===== src/rtl/fir_pkg.sv =====
// Shared types and helpers for the time-multiplexed FIR filter.
package fir_pkg;

  typedef enum logic [1:0] {
    StIdle,
    StMac,
    StOut
  } fir_state_e;

  // Ceiling log2, never less than 1 so that address ports are always at least one bit wide.
  function automatic int unsigned clog2(input int unsigned n);
    int unsigned v;
    int unsigned r;
    v = (n > 0) ? n - 1 : 0;
    r = 0;
    while (v > 0) begin
      r++;
      v = v >> 1;
    end
    return (r == 0) ? 1 : r;
  endfunction

  // Smallest accumulator that cannot overflow when summing n_taps full-precision products.
  function automatic int unsigned acc_width_min(input int unsigned data_w,
                                                input int unsigned coef_w,
                                                input int unsigned n_taps);
    return data_w + coef_w + clog2(n_taps);
  endfunction

endpackage


===== src/rtl/fir_round_sat.sv =====
// Round-half-up arithmetic shift followed by saturation to the output width.
// Purely combinational; the parent registers the result.
module fir_round_sat
  import fir_pkg::*;
#(
  parameter int unsigned ACC_WIDTH = 37,
  parameter int unsigned OUT_WIDTH = 16,
  parameter int unsigned SHIFT     = 15
) (
  input  logic [ACC_WIDTH-1:0] i_acc,
  output logic [OUT_WIDTH-1:0] o_data,
  output logic                 o_sat
);

  // One guard bit so the rounding add cannot wrap.
  localparam int unsigned EXT_W = ACC_WIDTH + 1;

  logic signed [EXT_W-1:0]      w_ext;
  logic signed [EXT_W-1:0]      w_r;
  logic        [EXT_W-OUT_WIDTH:0] w_hi;

  assign w_ext = {i_acc[ACC_WIDTH-1], i_acc};

  if (SHIFT > 0) begin : g_round
    localparam logic signed [EXT_W-1:0] HALF = EXT_W'(1) << (SHIFT - 1);
    logic signed [EXT_W-1:0] w_rnd;
    assign w_rnd = w_ext + HALF;
    assign w_r   = w_rnd >>> SHIFT;
  end else begin : g_no_round
    assign w_r = w_ext;
  end

  // The value fits iff every bit from the output sign bit upward is a copy of the sign.
  assign w_hi = w_r[EXT_W-1:OUT_WIDTH-1];

  // Clip to the signed output range and flag when clipping happened.
  always_comb begin
    o_sat  = !((&w_hi) || !(|w_hi));
    o_data = w_r[OUT_WIDTH-1:0];
    if (o_sat) begin
      o_data = w_r[EXT_W-1] ? {1'b1, {(OUT_WIDTH-1){1'b0}}} : {1'b0, {(OUT_WIDTH-1){1'b1}}};
    end
  end

endmodule


===== src/rtl/fir_tdm_mac.sv =====
// Time-multiplexed direct-form FIR: one multiplier, one tap per clock, runtime-loadable
// coefficients, valid/ready on both sides, rounded and saturated output.
module fir_tdm_mac
  import fir_pkg::*;
#(
  parameter int unsigned N_TAPS     = 21,
  parameter int unsigned DATA_WIDTH = 16,
  parameter int unsigned COEF_WIDTH = 16,
  parameter int unsigned ACC_WIDTH  = 37,
  parameter int unsigned OUT_WIDTH  = 16,
  parameter int unsigned SHIFT      = 15,
  localparam int unsigned ADDR_W    = clog2(N_TAPS)
) (
  input  logic                  clk,
  input  logic                  rst_n,
  input  logic                  s_valid,
  output logic                  s_ready,
  input  logic [DATA_WIDTH-1:0] s_data,
  output logic                  m_valid,
  input  logic                  m_ready,
  output logic [OUT_WIDTH-1:0]  m_data,
  output logic                  m_sat,
  input  logic                  coef_we,
  input  logic [ADDR_W-1:0]     coef_addr,
  input  logic [COEF_WIDTH-1:0] coef_wdata,
  output logic                  busy
);

  localparam int unsigned       PROD_W   = DATA_WIDTH + COEF_WIDTH;
  localparam logic [ADDR_W-1:0] LAST_IDX = ADDR_W'(N_TAPS - 1);

  if (ACC_WIDTH < acc_width_min(DATA_WIDTH, COEF_WIDTH, N_TAPS)) begin : g_acc_width_check
    $error("fir_tdm_mac: ACC_WIDTH too small for DATA_WIDTH+COEF_WIDTH+clog2(N_TAPS)");
  end

  fir_state_e r_state, w_state_d;

  logic signed [DATA_WIDTH-1:0] r_x [N_TAPS];
  logic signed [COEF_WIDTH-1:0] r_h [N_TAPS];
  logic signed [ACC_WIDTH-1:0]  r_acc;
  logic signed [ACC_WIDTH-1:0]  w_acc_next;
  logic signed [PROD_W-1:0]     w_prod;
  logic        [ADDR_W-1:0]     r_idx;
  logic                         r_m_valid;
  logic                         r_m_sat;
  logic        [OUT_WIDTH-1:0]  r_m_data;
  logic        [OUT_WIDTH-1:0]  w_rs_data;
  logic                         w_rs_sat;
  logic                         w_accept;
  logic                         w_coef_ok;
  logic                         w_last_mac;

  assign w_accept   = (r_state == StIdle) && s_valid;
  assign w_coef_ok  = (r_state == StIdle) && coef_we && (32'(coef_addr) < N_TAPS);
  assign w_last_mac = (r_state == StMac) && (r_idx == LAST_IDX);
  assign w_prod     = PROD_W'(r_x[r_idx]) * PROD_W'(r_h[r_idx]);
  assign w_acc_next = r_acc + ACC_WIDTH'(w_prod);

  // Round the final sum combinationally so the output registers load on the last MAC edge.
  fir_round_sat #(
    .ACC_WIDTH(ACC_WIDTH),
    .OUT_WIDTH(OUT_WIDTH),
    .SHIFT    (SHIFT)
  ) u_round_sat (
    .i_acc (w_acc_next),
    .o_data(w_rs_data),
    .o_sat (w_rs_sat)
  );

  // FSM state register.
  always_ff @(posedge clk or negedge rst_n) begin
    if (!rst_n) r_state <= StIdle;
    else        r_state <= w_state_d;
  end

  // FSM next state: accept, then N_TAPS MAC cycles, then hold the output until taken.
  always_comb begin
    w_state_d = r_state;
    unique case (r_state)
      StIdle:  if (s_valid) w_state_d = StMac;
      StMac:   if (r_idx == LAST_IDX) w_state_d = StOut;
      StOut:   if (m_ready) w_state_d = StIdle;
      default: w_state_d = StIdle;
    endcase
  end

  // Delay line: shift in the newest sample at x[0] on accept.
  always_ff @(posedge clk or negedge rst_n) begin
    if (!rst_n) begin
      for (int k = 0; k < N_TAPS; k++) r_x[k] <= '0;
    end else if (w_accept) begin
      r_x[0] <= s_data;
      for (int k = 1; k < N_TAPS; k++) r_x[k] <= r_x[k-1];
    end
  end

  // Coefficient bank: writes only land while idle and in range.
  always_ff @(posedge clk or negedge rst_n) begin
    if (!rst_n) begin
      for (int k = 0; k < N_TAPS; k++) r_h[k] <= '0;
    end else if (w_coef_ok) begin
      r_h[coef_addr] <= coef_wdata;
    end
  end

  // Accumulator and tap index; the index parks on the last tap so it never leaves the array.
  always_ff @(posedge clk or negedge rst_n) begin
    if (!rst_n) begin
      r_acc <= '0;
      r_idx <= '0;
    end else if (w_accept) begin
      r_acc <= '0;
      r_idx <= '0;
    end else if (r_state == StMac) begin
      r_acc <= w_acc_next;
      if (r_idx != LAST_IDX) r_idx <= r_idx + ADDR_W'(1);
    end
  end

  // Output register: load on the last MAC edge, hold under backpressure, drop on handshake.
  always_ff @(posedge clk or negedge rst_n) begin
    if (!rst_n) begin
      r_m_valid <= 1'b0;
      r_m_data  <= '0;
      r_m_sat   <= 1'b0;
    end else if (w_last_mac) begin
      r_m_valid <= 1'b1;
      r_m_data  <= w_rs_data;
      r_m_sat   <= w_rs_sat;
    end else if ((r_state == StOut) && m_ready) begin
      r_m_valid <= 1'b0;
    end
  end

  assign s_ready = (r_state == StIdle);
  assign busy    = (r_state != StIdle);
  assign m_valid = r_m_valid;
  assign m_data  = r_m_data;
  assign m_sat   = r_m_sat;

endmodule

===== config.mk =====
export PLATFORM = sky130hd
export DESIGN_NAME = fir_tdm_mac
export DESIGN_NICKNAME = d
export VERILOG_FILES = /design/src/rtl/fir_pkg.sv /design/src/rtl/fir_round_sat.sv /design/src/rtl/fir_tdm_mac.sv
export SDC_FILE = /design/constraint.sdc
export NUM_CORES = 2
export LEC_CHECK = 0
export CAP_MARGIN = 20
export CORE_MARGIN = 3
export CORE_UTILIZATION = 50
export CTS_CLUSTER_SIZE = 30
export DETAILED_ROUTE_END_ITERATION = 8
export MAX_ROUTING_LAYER = met4
export PLACE_DENSITY = 0.63
export SLEW_MARGIN = 20
export SYNTH_ARGS = -nofsm -noshare
export SYNTH_HDL_FRONTEND = slang
export SYNTH_HIERARCHICAL = 1
export SYNTH_SLANG_ARGS = --single-unit

===== constraint.sdc =====
create_clock -name clk -period 25.3 [get_ports clk]
set_input_delay 5.06 -clock clk [delete_from_list [all_inputs] [get_ports clk]]
set_output_delay 5.06 -clock clk [all_outputs]
set_load 0.02 [all_outputs]

== Word-level counts from Yosys, hierarchy flattened ==
Cells that the tools add are included.

* Register bits after elaboration: 734
* Bits in latches: 0
* Memory bits (writable): 0
* Memory bits (read-only): 0
* Bits of input ports: 42
* Output and inout bits: 20
* Word-level logic and storage cells: 105
* Memories: 0

* $add $sub $neg: 3
* $mul: 1
* Divide/modulo/power cells: 0
* Magnitude comparators: 4
* Eq/ne operators: 7
* Shift-type cells: 0
* Mux-type cells: 22
* Bitwise logic cells: 2
* Reduce and logical (&&, ||, !) cells: 18

{| class="wikitable"
|+ Operator list
! operator !! count
|-
| $bwmux W336 || 1
|-
| $bmux W16 S5 || 2
|-
| $mux W16 || 7
|-
| $demux W16 S5 || 1
|-
| $mux W37 || 2
|-
| $add A37 B16 Y38 const B || 1
|-
| $add A37 B32 Y37 || 1
|-
| $mul A16 B16 Y32 || 1
|-
| $mux W5 || 3
|-
| $ge A6 B6 Y1 const B || 2
|-
| $not A5 Y6 || 2
|-
| $reduce_and A8 Y1 || 1
|-
| $reduce_bool A2 Y1 || 4
|-
| $reduce_or A8 Y1 || 1
|-
| $logic_and A1 B1 Y1 || 6
|-
| $lt A6 B1 Y1 const B || 1
|-
| $mux W2 || 3
|-
| $ne A2 B2 Y1 const B || 3
|-
| $pmux W2 S3 || 1
|-
| $add A5 B1 Y5 const B || 1
|-
| $eq A5 B5 Y1 const B || 1
|-
| $lt A5 B5 Y1 const B || 1
|-
| $ne A5 B5 Y1 const B || 1
|-
| $reduce_and A3 Y1 || 1
|-
| 7 further kinds || 9
|}

== Longest topological paths before layout ==
* Depth in word-level cells: 11
* Mapped depth: 42
* Mapped depth without buffers: 35

== Hierarchy ==
The synthesis kept the hierarchy.

{| class="wikitable"
|+ By module, submodules not included
! module !! times used !! cells each !! area an instance (µm²) !! sequential area each (µm²)
|-
| fir_tdm_mac || 1 || 4036 || 44632.8 || 18367.6
|-
| fir_round_sat || 1 || 87 || 644.4 || 0.0
|}

== Worst setup path before layout ==
OpenSTA, ideal clock, no wires.

* Kind: reg2reg
* From: reg r_idx[1]
* To: reg r_m_data[10] (netlist: m_data[10])
* Library setup time: 0.125 ns
* Arrival: 9.195 ns
* Data required time: 25.175 ns
* Slack: 15.980 ns
* Stages on the path, launching flop included: 38
* Buffers on the path: 5
* Clock period less this slack: 9.320 ns
* Cell sequence: dfrtp_1 -> buf_2 -> buf_2 -> buf_2 -> clkbuf_1 -> mux4_1 -> mux4_2 -> o2bb2ai_2 -> inv_2 -> nor2_1 -> fa_1 -> fa_1 -> fa_1 -> inv_1 -> fa_1 -> inv_1 -> fa_1 -> inv_1 -> [2 not listed] -> ha_1 -> nand2_1 -> o21ai_0 -> a21oi_1 -> o2bb2ai_1 -> a21oi_1 -> o31ai_1 -> a21oi_1 -> xnor2_1 -> nand4_2 -> nor4_2 -> nand2_1 -> xor2_1 -> or4_4 -> o21ai_2 -> buf_4 -> a21oi_2 -> mux2_2

* Word-level cells in the longest chain between the ends: 11
* Elaborated cells on any way between the ends: 18
* Those cells by class: add/sub (2); mul (1); eq/ne (1); mux (8); bitwise (1); reduce/logical (5)

{| class="wikitable"
|+ Ends and longest elaborated chain
! element !! line !! source
|-
| from (decl) || fir_tdm_mac.sv:43 || <nowiki>logic [ADDR_W-1:0] r_idx;</nowiki>
|-
| from (signal assigned) || fir_tdm_mac.sv:116 || <nowiki>if (r_idx != LAST_IDX) r_idx <= r_idx + ADDR_W'(1);</nowiki>
|-
| $not A5 Y6 (implied by the code) (*) || fir_tdm_mac.sv:56 || <nowiki>assign w_prod = PROD_W'(r_x[r_idx]) * PROD_W'(r_h[r_idx]);</nowiki>
|-
| $bmux W16 S5 || fir_tdm_mac.sv:56 ||
|-
| $mux W16 (implied by the code) (2 in series) || fir_tdm_mac.sv:56 ||
|-
| $mul A16 B16 Y32 (*) || fir_tdm_mac.sv:56 ||
|-
| $add A37 B32 Y37 (*) || fir_tdm_mac.sv:57 || <nowiki>assign w_acc_next = r_acc + ACC_WIDTH'(w_prod);</nowiki>
|-
| net w_acc_next[28] || fir_tdm_mac.sv:41 || <nowiki>logic signed [ACC_WIDTH-1:0] w_acc_next;</nowiki>
|-
| $add A37 B16 Y38 (*) || fir_round_sat.sv:27 || <nowiki>assign w_rnd = w_ext + HALF;</nowiki>
|-
| $reduce_or A8 Y1 || fir_round_sat.sv:38 || <nowiki>o_sat = !((&w_hi) || !(|w_hi));</nowiki>
|-
| $logic_not A1 Y1 || fir_round_sat.sv:38 ||
|-
| $logic_or A1 B1 Y1 || fir_round_sat.sv:38 ||
|-
| $mux W16 (*) || fir_round_sat.sv:40 || <nowiki>if (o_sat) begin</nowiki>
|-
| net w_rs_data[10] || fir_tdm_mac.sv:47 || <nowiki>logic [OUT_WIDTH-1:0] w_rs_data;</nowiki>
|-
| to (signal assigned) || fir_tdm_mac.sv:128 || <nowiki>r_m_data <= w_rs_data;</nowiki>
|-
| to (decl) || fir_tdm_mac.sv:46 || <nowiki>logic [OUT_WIDTH-1:0] r_m_data;</nowiki>
|}

The timed path passes the listed nets; every way through them passes the cells marked *. The select of a mux whose other input is x is not followed.
A chain may end at the register's enable or synchronous reset.

== Final worst setup path ==
* From: reg r_idx[0]
* To: reg r_m_data[3] (netlist: m_data[3])

Same word-level chain as after synthesis.

==> results_dict.tcl <==
set metrics [dict create \
    p_switching_mw 3.06 \
    status "finished, final reports clean" \
    drt-wirelength-per-cell_um 20.0 \
    grt_max_degree 209 \
    hold_removal_path_class "register to register" \
    grt_overflow_total 0 \
    post_synth.cell_area_avg_sq_um 11.0 \
    antenna_left 0 \
    drv_cap 0 \
    clock-root-buffer "sky130_fd_sc_hd__clkbuf_16" \
    pwr-share-comb 0.583 \
    fin_setup_tns_ns 0 \
    tightest_slew_ns 1.12 \
    drt_drc_violations_left 0 \
    grt_first_pass_wirelength_um 172000 \
    clock_tree.htree_level_count 3 \
    hold_start "r_x[143]$_DFFE_PN0P_" \
    number_of_instances_in_the_synthesized_netlist 4122 \
    layout_common_cells "1,215 x sky130_fd_sc_hd__nand2_1, 730 x sky130_fd_sc_hd__dfrtp_1, 378 x sky130_fd_sc_hd__inv_1, 353 x sky130_fd_sc_hd__mux2_2, 318 x sky130_fd_sc_hd__fa_1" \
    placement.io_buffers 61 \
    start_util 0.508 \
    cts_tree "built" \
    reg2reg_depth 32 \
    clkTransAtPathRegs_ns 0.06 \
    endpoint_kind "register" \
    netSwitchingFraction 0.458 \
    drt_iter0_drc 2396 \
    slowest_library_cell_on_the_worst_path "sky130_fd_sc_hd__dfrtp_4" \
    worst_slew_margin_relative_to_its_limit 0.255 \
    synthesis.yosys.warnings 6 \
    fin_crit_sh 0.477 \
    final_nets 4556 \
    grt_util_all_layers 0.240 \
    cellLeakagePower_nw 25.2 \
    final_critical_path_setup_slack_ns 13.24 \
    critical-path-top-delay-family "adder cells" \
    share_seq_of_total_power 0.237 \
    internal_power_mw 3.62 \
    hold_buffer_count_at_cts 0 \
    syn-num-nets 4594 \
    cp_max_fo 100 \
    antenna_violations_before_repair 3 \
    die_area_sq_um 94200 \
    rsz0062_at_grt "false" \
    worstSetupStartpointType "register" \
    syn-cell-area_sq_um 45300 \
    detailed_place_hpwl_um 69900 \
    r2r_slack_ns 13.24 \
    final_period_minus_worst_setup_slack_ns 12.06 \
    worst_ep_arrival_time_ns 12.59 \
    cp.depth 32 \
    finalMaxSlewViolations 0 \
    power.ir.vdd_worst_mv 0.123 \
    critical_path_required_ns 25.83 \
    r2r-end "m_data[3]$_DFFE_PN0P_" \
    chipHeight_um 307 \
    achievable-frequency_mhz 82.9 \
    floorplan.die.width_um 307 \
    numClockSinks 734 \
    drive_gt1_frac 0.189 \
    wirelength_um 106000 \
    route.vias.total 29114 \
    fin_worst_skew_ns 0.0446 \
    postCtsResizedCells 0 \
    first_global_vias 30134 \
    hold_viol_final 0 \
    first_pass_iteration_count_of_the_detailed_router 7 \
    place_congestion 0.909 \
    final_common_cell "sky130_fd_sc_hd__nand2_1" \
    critical-path-max-stage-delay_ns 0.81 \
    vias_per_cell 5.48 \
    power_frac_clock 0.180 \
    crit_type "register to register" \
    power-per-cell-area_nw_per_um2 135 \
    crit_start "r_idx[0]$_DFFE_PN0P_" \
    setup_viol 0 \
    dpl_worst_slack_ns 13.14 \
    design.portCount 62 \
    design.core.area_sq_um 89100 \
    finalPower_mw 6.68 \
    syn2layout_area_growth_pct 9.41 \
    reg_to_reg_startpoint "r_idx[0]$_DFFE_PN0P_" \
    core_rows 109 \
    clock_latency_ns 0.66 \
    clockBufferDepth 3 \
    worstPathBufferInverterCount 5 \
    timing.hold.ws_ns 0.473 \
    cts_inserted_buffers 81 \
    cts_post_setup_buffers_inserted 0 \
    worst_setup_path_endpoint "m_data[3]$_DFFE_PN0P_" \
    cp_common_cell "sky130_fd_sc_hd__fa_1" \
]
[registers in the layout, summed over array words and instances (netlist names)]
signal   cells
r_state      2
r_acc       37
m_data      16
r_h        336
m_valid      1
r_x        336
m_sat        1
r_idx        5
[worst register-to-register path, delay by kind of cell, from the launching register on]
kind	cells	cell delay (ns)
AO/OA/AOI/OAI	9	2.60
XOR/XNOR	2	0.57
adder cells (fa/ha/maj)	7	3.18
buffers and inverters	5	1.72
flip-flops	1	0.81
multiplexers	3	1.43
AND/OR/NAND/NOR	6	1.66
[how the worst min path moves through the flow]
stage,end,slack [ns],depth (start not counted)
final,r_x[127]$_DFFE_PN0P_,0.47,2
after global routing,r_x[9]$_DFFE_PN0P_,0.50,2
after CTS,r_x[45]$_DFFE_PN0P_,0.48,2
after detailed placement,r_x[11]$_DFFE_PN0P_,0.46,2
after global placement,r_x[2]$_DFFE_PN0P_,0.46,2
after floorplan,r_x[15]$_DFFE_PN0P_,0.45,2
[through the flow]
step / instances / area [sq um] / util
finish: 5317 / 49500 / 0.556
floorplan: 4122 / 45300 / -
CTS: 5314 / 49500 / 0.556
detailed placement: 5166 / 46800 / 0.525
global placement: 5166 / 46800 / 0.525
global route: 5316 / 49500 / 0.556
[layout make-up]
cell class	count	area (sq um)
fill	7459	39500
clock buffer	117	2360
multi-input combinational	2761	24400
sequential	734	18400
timing repair buffer	116	1100
clock inverter	31	400
antenna	3	7.51
tap	1165	1460
inverter	390	1460
[power groups by stage]
| stage | clock (mW) | sequential, mW | combinational, mW |
|---|---|---|---|
| 4_1_cts | 1.24 | 1.58 | 3.92 |
| 6_report | 1.21 | 1.58 | 3.89 |
| 3_3_place_gp | 0 | 1.60 | 3.84 |
| 3_5_place_dp | 0 | 1.60 | 3.91 |
| 2_1_floorplan | 0 | 1.52 | 3.06 |
| 5_1_grt | 1.29 | 1.61 | 4.36 |
[metal layers]
metal | track usage | part of all wire
met1 | 0.335 | 0.45
met2 | 0.371 | 0.47
met3 | 0.0372 | 0.051
met4 | 0.0614 | 0.025
met5 | - | 0
No activity file was read; power rests on OpenSTA's default activity.
